<file path="config.mk">
export PLATFORM = sky130hd
export DESIGN_NAME = keypad_scanner
export DESIGN_NICKNAME = d
export VERILOG_FILES = /design/src/rtl/keypad_scanner.sv
export SDC_FILE = /design/constraint.sdc
export NUM_CORES = 1
export LEC_CHECK = 0
export CORE_ASPECT_RATIO = 1.2
export CORE_MARGIN = 2
export CORE_UTILIZATION = 55
export DETAILED_ROUTE_END_ITERATION = 6
export GPL_ROUTABILITY_DRIVEN = 0
export HOLD_SLACK_MARGIN = 0.08
export PLACE_DENSITY = 0.88
export RECOVER_POWER = 50
export SLEW_MARGIN = 20
export SYNTH_ARGS = -nofsm -noshare
export SYNTH_HDL_FRONTEND = slang
export SYNTH_SLANG_ARGS = --single-unit
</file>
<file path="constraint.sdc">
create_clock -name int_osc -period 2.1 [get_ports int_osc]
set_input_delay 0.315 -clock int_osc [delete_from_list [all_inputs] [get_ports int_osc]]
set_output_delay 0.315 -clock int_osc [all_outputs]
set_load 0.01 [all_outputs]
</file>
<file path="src/rtl/keypad_scanner.sv">
// 4x4 matrix keypad scanner: walks an active-low column, debounces one key at a
// time on the synchronized rows and emits one hex code per accepted press.
module keypad_scanner #(
  parameter int unsigned SCAN_DIV     = 48000,
  parameter int unsigned DEBOUNCE_CNT = 4
) (
  input  logic       int_osc,
  input  logic       reset,
  input  logic [3:0] rows,
  output logic [3:0] cols,
  output logic [3:0] key,
  output logic       key_valid,
  output logic       key_held
);

  localparam int unsigned SLOT_W = (SCAN_DIV > 1) ? $clog2(SCAN_DIV) : 1;
  localparam int unsigned CNT_W  = $clog2(DEBOUNCE_CNT + 1);
  localparam logic [SLOT_W-1:0] SLOT_LAST = SLOT_W'(SCAN_DIV - 1);
  localparam logic [CNT_W-1:0]  CNT_DONE  = CNT_W'(DEBOUNCE_CNT);
  localparam logic [CNT_W-1:0]  CNT_ONE   = CNT_W'(1);

  typedef enum logic [1:0] {SCAN, DEBOUNCE, HELD, RELEASE} state_t;

  state_t            state_q, state_d;
  logic [3:0]        row_s1, rs;
  logic [SLOT_W-1:0] slot_q, slot_d;
  logic [1:0]        col_q, col_d;
  logic [CNT_W-1:0]  cnt_q, cnt_d;
  logic [3:0]        pat_q, pat_d;
  logic [3:0]        key_d;
  logic              valid_d, held_d;
  logic              sample_c, single_low_c, all_high_c;

  // Hex code for a single-low row pattern on column c.
  function automatic logic [3:0] key_code(input logic [3:0] pat, input logic [1:0] c);
    logic [1:0] r;
    r        = 2'd0;
    key_code = 4'h0;
    case (pat)
      4'b1101: r = 2'd1;
      4'b1011: r = 2'd2;
      4'b0111: r = 2'd3;
      default: r = 2'd0;
    endcase
    case ({r, c})
      4'h0: key_code = 4'h1;
      4'h1: key_code = 4'h2;
      4'h2: key_code = 4'h3;
      4'h3: key_code = 4'hA;
      4'h4: key_code = 4'h4;
      4'h5: key_code = 4'h5;
      4'h6: key_code = 4'h6;
      4'h7: key_code = 4'hB;
      4'h8: key_code = 4'h7;
      4'h9: key_code = 4'h8;
      4'hA: key_code = 4'h9;
      4'hB: key_code = 4'hC;
      4'hC: key_code = 4'hE;
      4'hD: key_code = 4'h0;
      4'hE: key_code = 4'hF;
      default: key_code = 4'hD;
    endcase
  endfunction

  assign sample_c     = (slot_q == SLOT_LAST);
  assign all_high_c   = (rs == 4'b1111);
  assign single_low_c = (rs == 4'b1110) || (rs == 4'b1101) ||
                        (rs == 4'b1011) || (rs == 4'b0111);

  // State register, synchronizer and registered outputs.
  always_ff @(posedge int_osc) begin
    if (!reset) begin
      row_s1    <= 4'b1111;
      rs        <= 4'b1111;
      state_q   <= SCAN;
      slot_q    <= '0;
      col_q     <= 2'd0;
      cnt_q     <= '0;
      pat_q     <= 4'b1111;
      cols      <= 4'b1110;
      key       <= 4'h0;
      key_valid <= 1'b0;
      key_held  <= 1'b0;
    end else begin
      row_s1    <= rows;
      rs        <= row_s1;
      state_q   <= state_d;
      slot_q    <= slot_d;
      col_q     <= col_d;
      cnt_q     <= cnt_d;
      pat_q     <= pat_d;
      cols      <= ~(4'b0001 << col_d);
      key       <= key_d;
      key_valid <= valid_d;
      key_held  <= held_d;
    end
  end

  // Next-state logic; every decision is taken only on the last cycle of a slot.
  always_comb begin
    state_d = state_q;
    slot_d  = sample_c ? '0 : slot_q + SLOT_W'(1);
    col_d   = col_q;
    cnt_d   = cnt_q;
    pat_d   = pat_q;
    key_d   = key;
    valid_d = 1'b0;
    held_d  = key_held;

    case (state_q)
      SCAN: begin
        if (sample_c) begin
          if (single_low_c) begin
            pat_d = rs;
            cnt_d = CNT_ONE;
            if (CNT_ONE == CNT_DONE) begin
              state_d = HELD;
              cnt_d   = '0;
              key_d   = key_code(rs, col_q);
              valid_d = 1'b1;
              held_d  = 1'b1;
            end else begin
              state_d = DEBOUNCE;
            end
          end else begin
            col_d = col_q + 2'd1;
          end
        end
      end

      DEBOUNCE: begin
        if (sample_c) begin
          if (rs == pat_q) begin
            cnt_d = cnt_q + CNT_ONE;
            if (cnt_d == CNT_DONE) begin
              state_d = HELD;
              cnt_d   = '0;
              key_d   = key_code(pat_q, col_q);
              valid_d = 1'b1;
              held_d  = 1'b1;
            end
          end else begin
            state_d = SCAN;
            cnt_d   = '0;
            col_d   = col_q + 2'd1;
          end
        end
      end

      HELD: begin
        if (sample_c && all_high_c) begin
          cnt_d = CNT_ONE;
          if (CNT_ONE == CNT_DONE) begin
            state_d = SCAN;
            cnt_d   = '0;
            held_d  = 1'b0;
            col_d   = col_q + 2'd1;
          end else begin
            state_d = RELEASE;
          end
        end
      end

      RELEASE: begin
        if (sample_c) begin
          if (all_high_c) begin
            cnt_d = cnt_q + CNT_ONE;
            if (cnt_d == CNT_DONE) begin
              state_d = SCAN;
              cnt_d   = '0;
              held_d  = 1'b0;
              col_d   = col_q + 2'd1;
            end
          end else begin
            state_d = HELD;
            cnt_d   = '0;
          end
        end
      end

      default: state_d = SCAN;
    endcase
  end

endmodule

</file>
* After elaboration in Yosys (flattened, before gate mapping) *
Memories as Yosys holds them, arrays and structs flattened. A register that Yosys moved wholly into a read port is not among the register bits.
Cells that the tools add are included.

storage, ports and cells
  bits in registers = 41
  bits in latches = 0
  RAM bits = 0
  ROM bits = 64
  input bits = 6
  output and inout bits = 10
  logic and storage cells = 96
  memories kept = 1

memories
  name             depth  width  rd ports  clocked after Yosys merged registers in  write ports  RTL line  text
  (no name shown)  16     4      1         1                                        0            45        case ({r, c})

cells by class
  add/sub/neg operators = 3
  $mul = 0
  divide/modulo/power cells = 0
  $lt $le $gt $ge = 0
  equality and inequality tests = 25
  shifts and indexed selects = 1
  multiplexer cells = 40
  bitwise operators = 2
  reductions and logical operators = 14

operator list
  cell                   number
  $mux 2                 20
  $eq 4x4->1 const B     6
  $mux 3                 8
  $ne 2x2->1 const B     9
  $add 16x1->16 const B  1
  $eq 16x16->1 const B   1
  $reduce_and 7->1       2
  $pmux 2 s3             2
  $pmux 3 s4             1
  $eq 4x3->1 const B     2
  $pmux 2 s4             1
  $reduce_and 4->1       2
  $mux 1                 7
  $ne 3x3->1 const B     2
  $reduce_and 5->1       1
  $eq 2x2->1 const B     2
  $eq 4x4->1             1
  $not 4->4              1
  $shl 1x2->4 const A    1
  $add 3x1->3 const B    1
  $eq 3x3->1 const B     1
  $logic_or 1x1->1       3
  $reduce_and 3->1       1
  $add 2x1->2 const B    1
  other kinds (8)        8

* Longest topological paths before layout *
  depth in word-level cells = 9
  gate-level depth with buffers = 8
  mapped depth without buffers = 7

* Worst setup path before layout *
No wires, ideal clock.

  path type = register to register
  start = register slot_q[0]
  end = register key[1]
  library setup time = 67 ps
  data arrival time = 1672 ps
  data required time = 2033 ps
  path slack = 361 ps
  stages on the path, launching flop included = 8
  buffers on the path = 1
  period minus slack after synthesis = 1739 ps
  cells stage by stage = dfxtp_1 > ha_1 > and3_1 > buf_6 > nand3_4 > or3_4 > a21o_1 > a21oi_2

on the way
  word-level cells in the longest chain between the ends = 2

RTL lines
  element                            RTL line  text
  start: declaration                 26        logic [SLOT_W-1:0] slot_q, slot_d;
  start signal: assignment           88        slot_q <= slot_d;
  $eq 16x16->1                       65        assign sample_c = (slot_q == SLOT_LAST);
  $reduce_and 4->1 (no source line)  -
  end: declaration                   11        output logic [3:0] key,

No other way between the ends.
A chain may end at the register's enable or synchronous reset.

* Worst setup path after layout *
Ends and elaborated chain as after synthesis.

==> flow_results.xml <==
<?xml version="1.0" encoding="UTF-8"?>
<metrics>
  <group name="cts">
    <metric name="ctsHtreeMaxLevel" unit="">2</metric>
    <metric name="clkLatencyLatePin" unit="ps">300</metric>
    <metric name="root_buffer" unit="">clkbuf_8</metric>
    <metric name="clock_transition_at_the_register_clock_pins_on_the_worst_setup_and_hold_paths_after_cts" unit="ps">80</metric>
    <metric name="clkSinkCount" unit="">45</metric>
    <metric name="cts.path.max_buffers" unit="">2</metric>
    <metric name="cts_setup_buffers" unit="">0</metric>
    <metric name="cts-buffers-inserted" unit="">5</metric>
    <metric name="tritoncts" unit="">built</metric>
  </group>
  <group name="drt">
    <metric name="vias_per_cell" unit="">5.53</metric>
    <metric name="detail_route.iter0.violations" unit="">63</metric>
    <metric name="totalWireLength" unit="mm">3.89</metric>
    <metric name="post_drt_wl_per_cell" unit="um">12.8</metric>
    <metric name="drt_pass1_iterations" unit="">4</metric>
    <metric name="drcViolationCount" unit="">0</metric>
    <metric name="vias" unit="">1675</metric>
    <metric name="antenna_violating_nets_post_route" unit="">0</metric>
  </group>
  <group name="sta">
    <metric name="max_freq" unit="MHz">514</metric>
    <metric name="final_critical_period" unit="ps">1950</metric>
    <metric name="setup_viol" unit="">0</metric>
    <metric name="max_transition_margin" unit="">0.683</metric>
    <metric name="post-route-period-util" unit="">0.927</metric>
    <metric name="transition_time_of_the_tightest_slew_check_pin" unit="ps">475</metric>
    <metric name="rsz_0062_raised_after_global_routing" unit="">no</metric>
    <metric name="drv_slew" unit="">0</metric>
    <metric name="fin_skew" unit="ps">6.21</metric>
    <metric name="tns" unit="ps">0</metric>
    <metric name="final_hold_viol_count" unit="">0</metric>
  </group>
  <group name="placed_design">
    <metric name="port_buffers" unit="">15</metric>
    <metric name="dpl.hpwl" unit="mm">2.80</metric>
    <metric name="placed_cell_area" unit="um2">2330</metric>
  </group>
  <group name="worst_setup_path">
    <metric name="cell_family_contributing_the_most_delay_on_the_critical_path" unit="">simple AND/OR/NAND/NOR gates</metric>
    <metric name="timing.critical_path.fanout_max" unit="">7</metric>
    <metric name="critical_path_class" unit="">register to register</metric>
    <metric name="critical_path_buf_inv_count" unit="">0</metric>
    <metric name="timing.critical_path.to_type" unit="">register</metric>
    <metric name="crit_chain" unit="">ha_1 &gt; and3_1 &gt; nand3_4 &gt; or3_4 &gt; a21o_1 &gt; a21oi_2</metric>
    <metric name="crit_path_start_kind" unit="">register</metric>
    <metric name="crit_slowest_cell" unit="">or3_4</metric>
    <metric name="critPathArrivalTime" unit="ps">2180</metric>
    <metric name="crit_required" unit="ps">2340</metric>
    <metric name="critical_path.max_stage_delay" unit="ps">430</metric>
  </group>
  <group name="logic_synthesis">
    <metric name="synth_top_flop_cell" unit="">dfxtp_1</metric>
    <metric name="yosys-top-cells-area" unit="">dfxtp_1 42%, xor2_1 7.0%, ha_1 4.7%, nor2_1 4.6%, mux2i_1 3.8%</metric>
    <metric name="number_of_enable_type_register_cells_in_the_synthesized_netlist" unit="">0</metric>
    <metric name="synth.lib_cells_used.distinct" unit="">45</metric>
    <metric name="number_of_instances_in_the_synthesized_netlist" unit="">233</metric>
    <metric name="avgSynthCellArea" unit="um2">9.12</metric>
    <metric name="ys_seq_area_frac" unit="">0.424</metric>
    <metric name="yosysTopAreaCell" unit="">dfxtp_1</metric>
    <metric name="asyncSetResetFlopFracSynth" unit="">0</metric>
    <metric name="yosys_top_cell_area_share" unit="">0.424</metric>
    <metric name="synth-warning-count" unit="">0</metric>
    <metric name="synth-seq-cells" unit="">45</metric>
    <metric name="synthesis.nets" unit="">247</metric>
    <metric name="post_synth_instance_area" unit="um2">2130</metric>
  </group>
  <group name="die">
    <metric name="floorplan.die_area" unit="um2">4380</metric>
    <metric name="floorplan.die.height" unit="um">72.1</metric>
    <metric name="placeableCoreArea" unit="um2">3660</metric>
    <metric name="num_io_pins" unit="">16</metric>
    <metric name="die-width" unit="um">60.8</metric>
    <metric name="std_cell_rows" unit="">24</metric>
    <metric name="starting_density" unit="">0.580</metric>
  </group>
  <group name="layout">
    <metric name="layout.filler_cells" unit="">311</metric>
    <metric name="design_area_final" unit="um2">2430</metric>
    <metric name="antennaDiodeCount" unit="">0</metric>
    <metric name="drive_gt1_frac" unit="">0.0837</metric>
    <metric name="layout-area-overhead-vs-synth" unit="%">14.2</metric>
    <metric name="nets" unit="">264</metric>
    <metric name="final_cell_mix" unit="">45 x dfxtp_1, 26 x nor2_1, 21 x nand2_1, 17 x xor2_1</metric>
    <metric name="most_common_library_cell_in_the_layout_ignoring_fill_and_taps" unit="">dfxtp_1</metric>
  </group>
  <group name="flow_run">
    <metric name="max_cap_violations" unit="">0</metric>
  </group>
  <group name="power_and_ir_drop">
    <metric name="power_density" unit="nW/um2">622</metric>
    <metric name="leakagePower" unit="nW">0.895</metric>
    <metric name="power" unit="mW">1.51</metric>
    <metric name="vdd_ir_drop_max" unit="mV">0.415</metric>
  </group>
  <group name="hold_path">
    <metric name="hold_class" unit="">register to register</metric>
  </group>
  <group name="global_route">
    <metric name="number_of_global_route_vias_before_repair" unit="">1531</metric>
    <metric name="global_route_wire_length_before_repair" unit="mm">6.62</metric>
    <metric name="grt_remaining_overflow" unit="">0</metric>
    <metric name="initial_antenna_violation_count" unit="">0</metric>
    <metric name="track_usage" unit="">0.199</metric>
    <metric name="grt_max_degree" unit="">15</metric>
  </group>
  <group name="run_status">
    <metric name="status" unit="">complete, no violations</metric>
  </group>
</metrics>
==> registers in the layout, indices dropped and copies added, names as in the netlist <==
register and count:
rs 4, key_held 1, row_s1 4, cnt_q 3, key_valid 1, state_q 2
cols 4, key 4, pat_q 4, slot_q 16, col_q 2
==> report_power, final <==
part / total [mW] / switching (mW) / internal [mW]
Sequential: 0.876 / 0.0112 / 0.865
Clock: 0.572 / 0.275 / 0.297
Combinational: 0.0613 / 0.0354 / 0.0259
Total: 1.51 / 0.322 / 1.19
==> final timing paths <==
check / from / endpoint / slack, ps / cells after the start
worst max-delay path: slot_q[0] / key[1] / 150 / 6
worst min-delay path: row_s1[1] / rs[1] / 420 / 1
worst max register to register: slot_q[0] / key[1] / 150 / 6
worst min register to register: row_s1[1] / rs[1] / 420 / 1
==> Yosys cell counts, types with 7 or more instances <==
cell and count:
nand2b_1 11, nand2_1 21, xor2_1 17, nor2_1 26
mux2i_1 8, dfxtp_1 45, and3_1 9, a21oi_1 8
clkbuf_1 7, ha_1 8, nand3_1 8
==> per-layer routing <==
layer,GRT usage,part of all wire,vias to the layer above
met5,0,0,-
met1,0.235,0.45,797
met3,0.0499,0.025,7
met4,0.0845,0.017,0
li1,-,-,851
met2,0.335,0.51,20
==> area by class of cell <==
| cell class | count | area [um2] | area share |
|---|---|---|---|
| clock inverter | 1 | 5.00 | 0.00206 |
| multi-input combinational | 174 | 1170 | 0.481 |
| timing repair buffer | 19 | 173 | 0.0711 |
| sequential | 45 | 901 | 0.371 |
| clock buffer | 7 | 96.3 | 0.0397 |
| inverter | 5 | 18.8 | 0.00773 |
| tap | 52 | 65.1 | 0.0268 |
==> metrics by stage <==
| step | std cells | setup WS, ps | utilization | hold WS, ps |
|---|---|---|---|---|
| after floorplan | 233 | 361 | - | 386 |
| after global placement | 295 | 239 | 0.636 | 388 |
| after detailed placement | 295 | 121 | 0.636 | 402 |
| after CTS | 303 | 87.4 | 0.663 | 421 |
| after global routing | 303 | 15.2 | 0.663 | 445 |
| final | 303 | 154 | 0.663 | 418 |
==> logic make-up (layout without fill, tap and decap cells) <==
group           after synthesis  count (layout)  share of synthesized area
mux                          10              10                     0.0483
buf+inv                      14              32                     0.0288
compound gates               32              32                     0.0977
fa+ha+maj                     8               8                     0.0471
xor+xnor                     20              20                     0.0824
flops                        45              45                      0.424
simple gates                104             104                      0.272
==> timing repair <==
item | 4_1_cts | 5_1_grt
resized for setup | 0 | 2
setup endpoints to repair | 0 | 4
hold buffers | 0 | 0
Note: power is estimated with default switching activity, not from simulation.
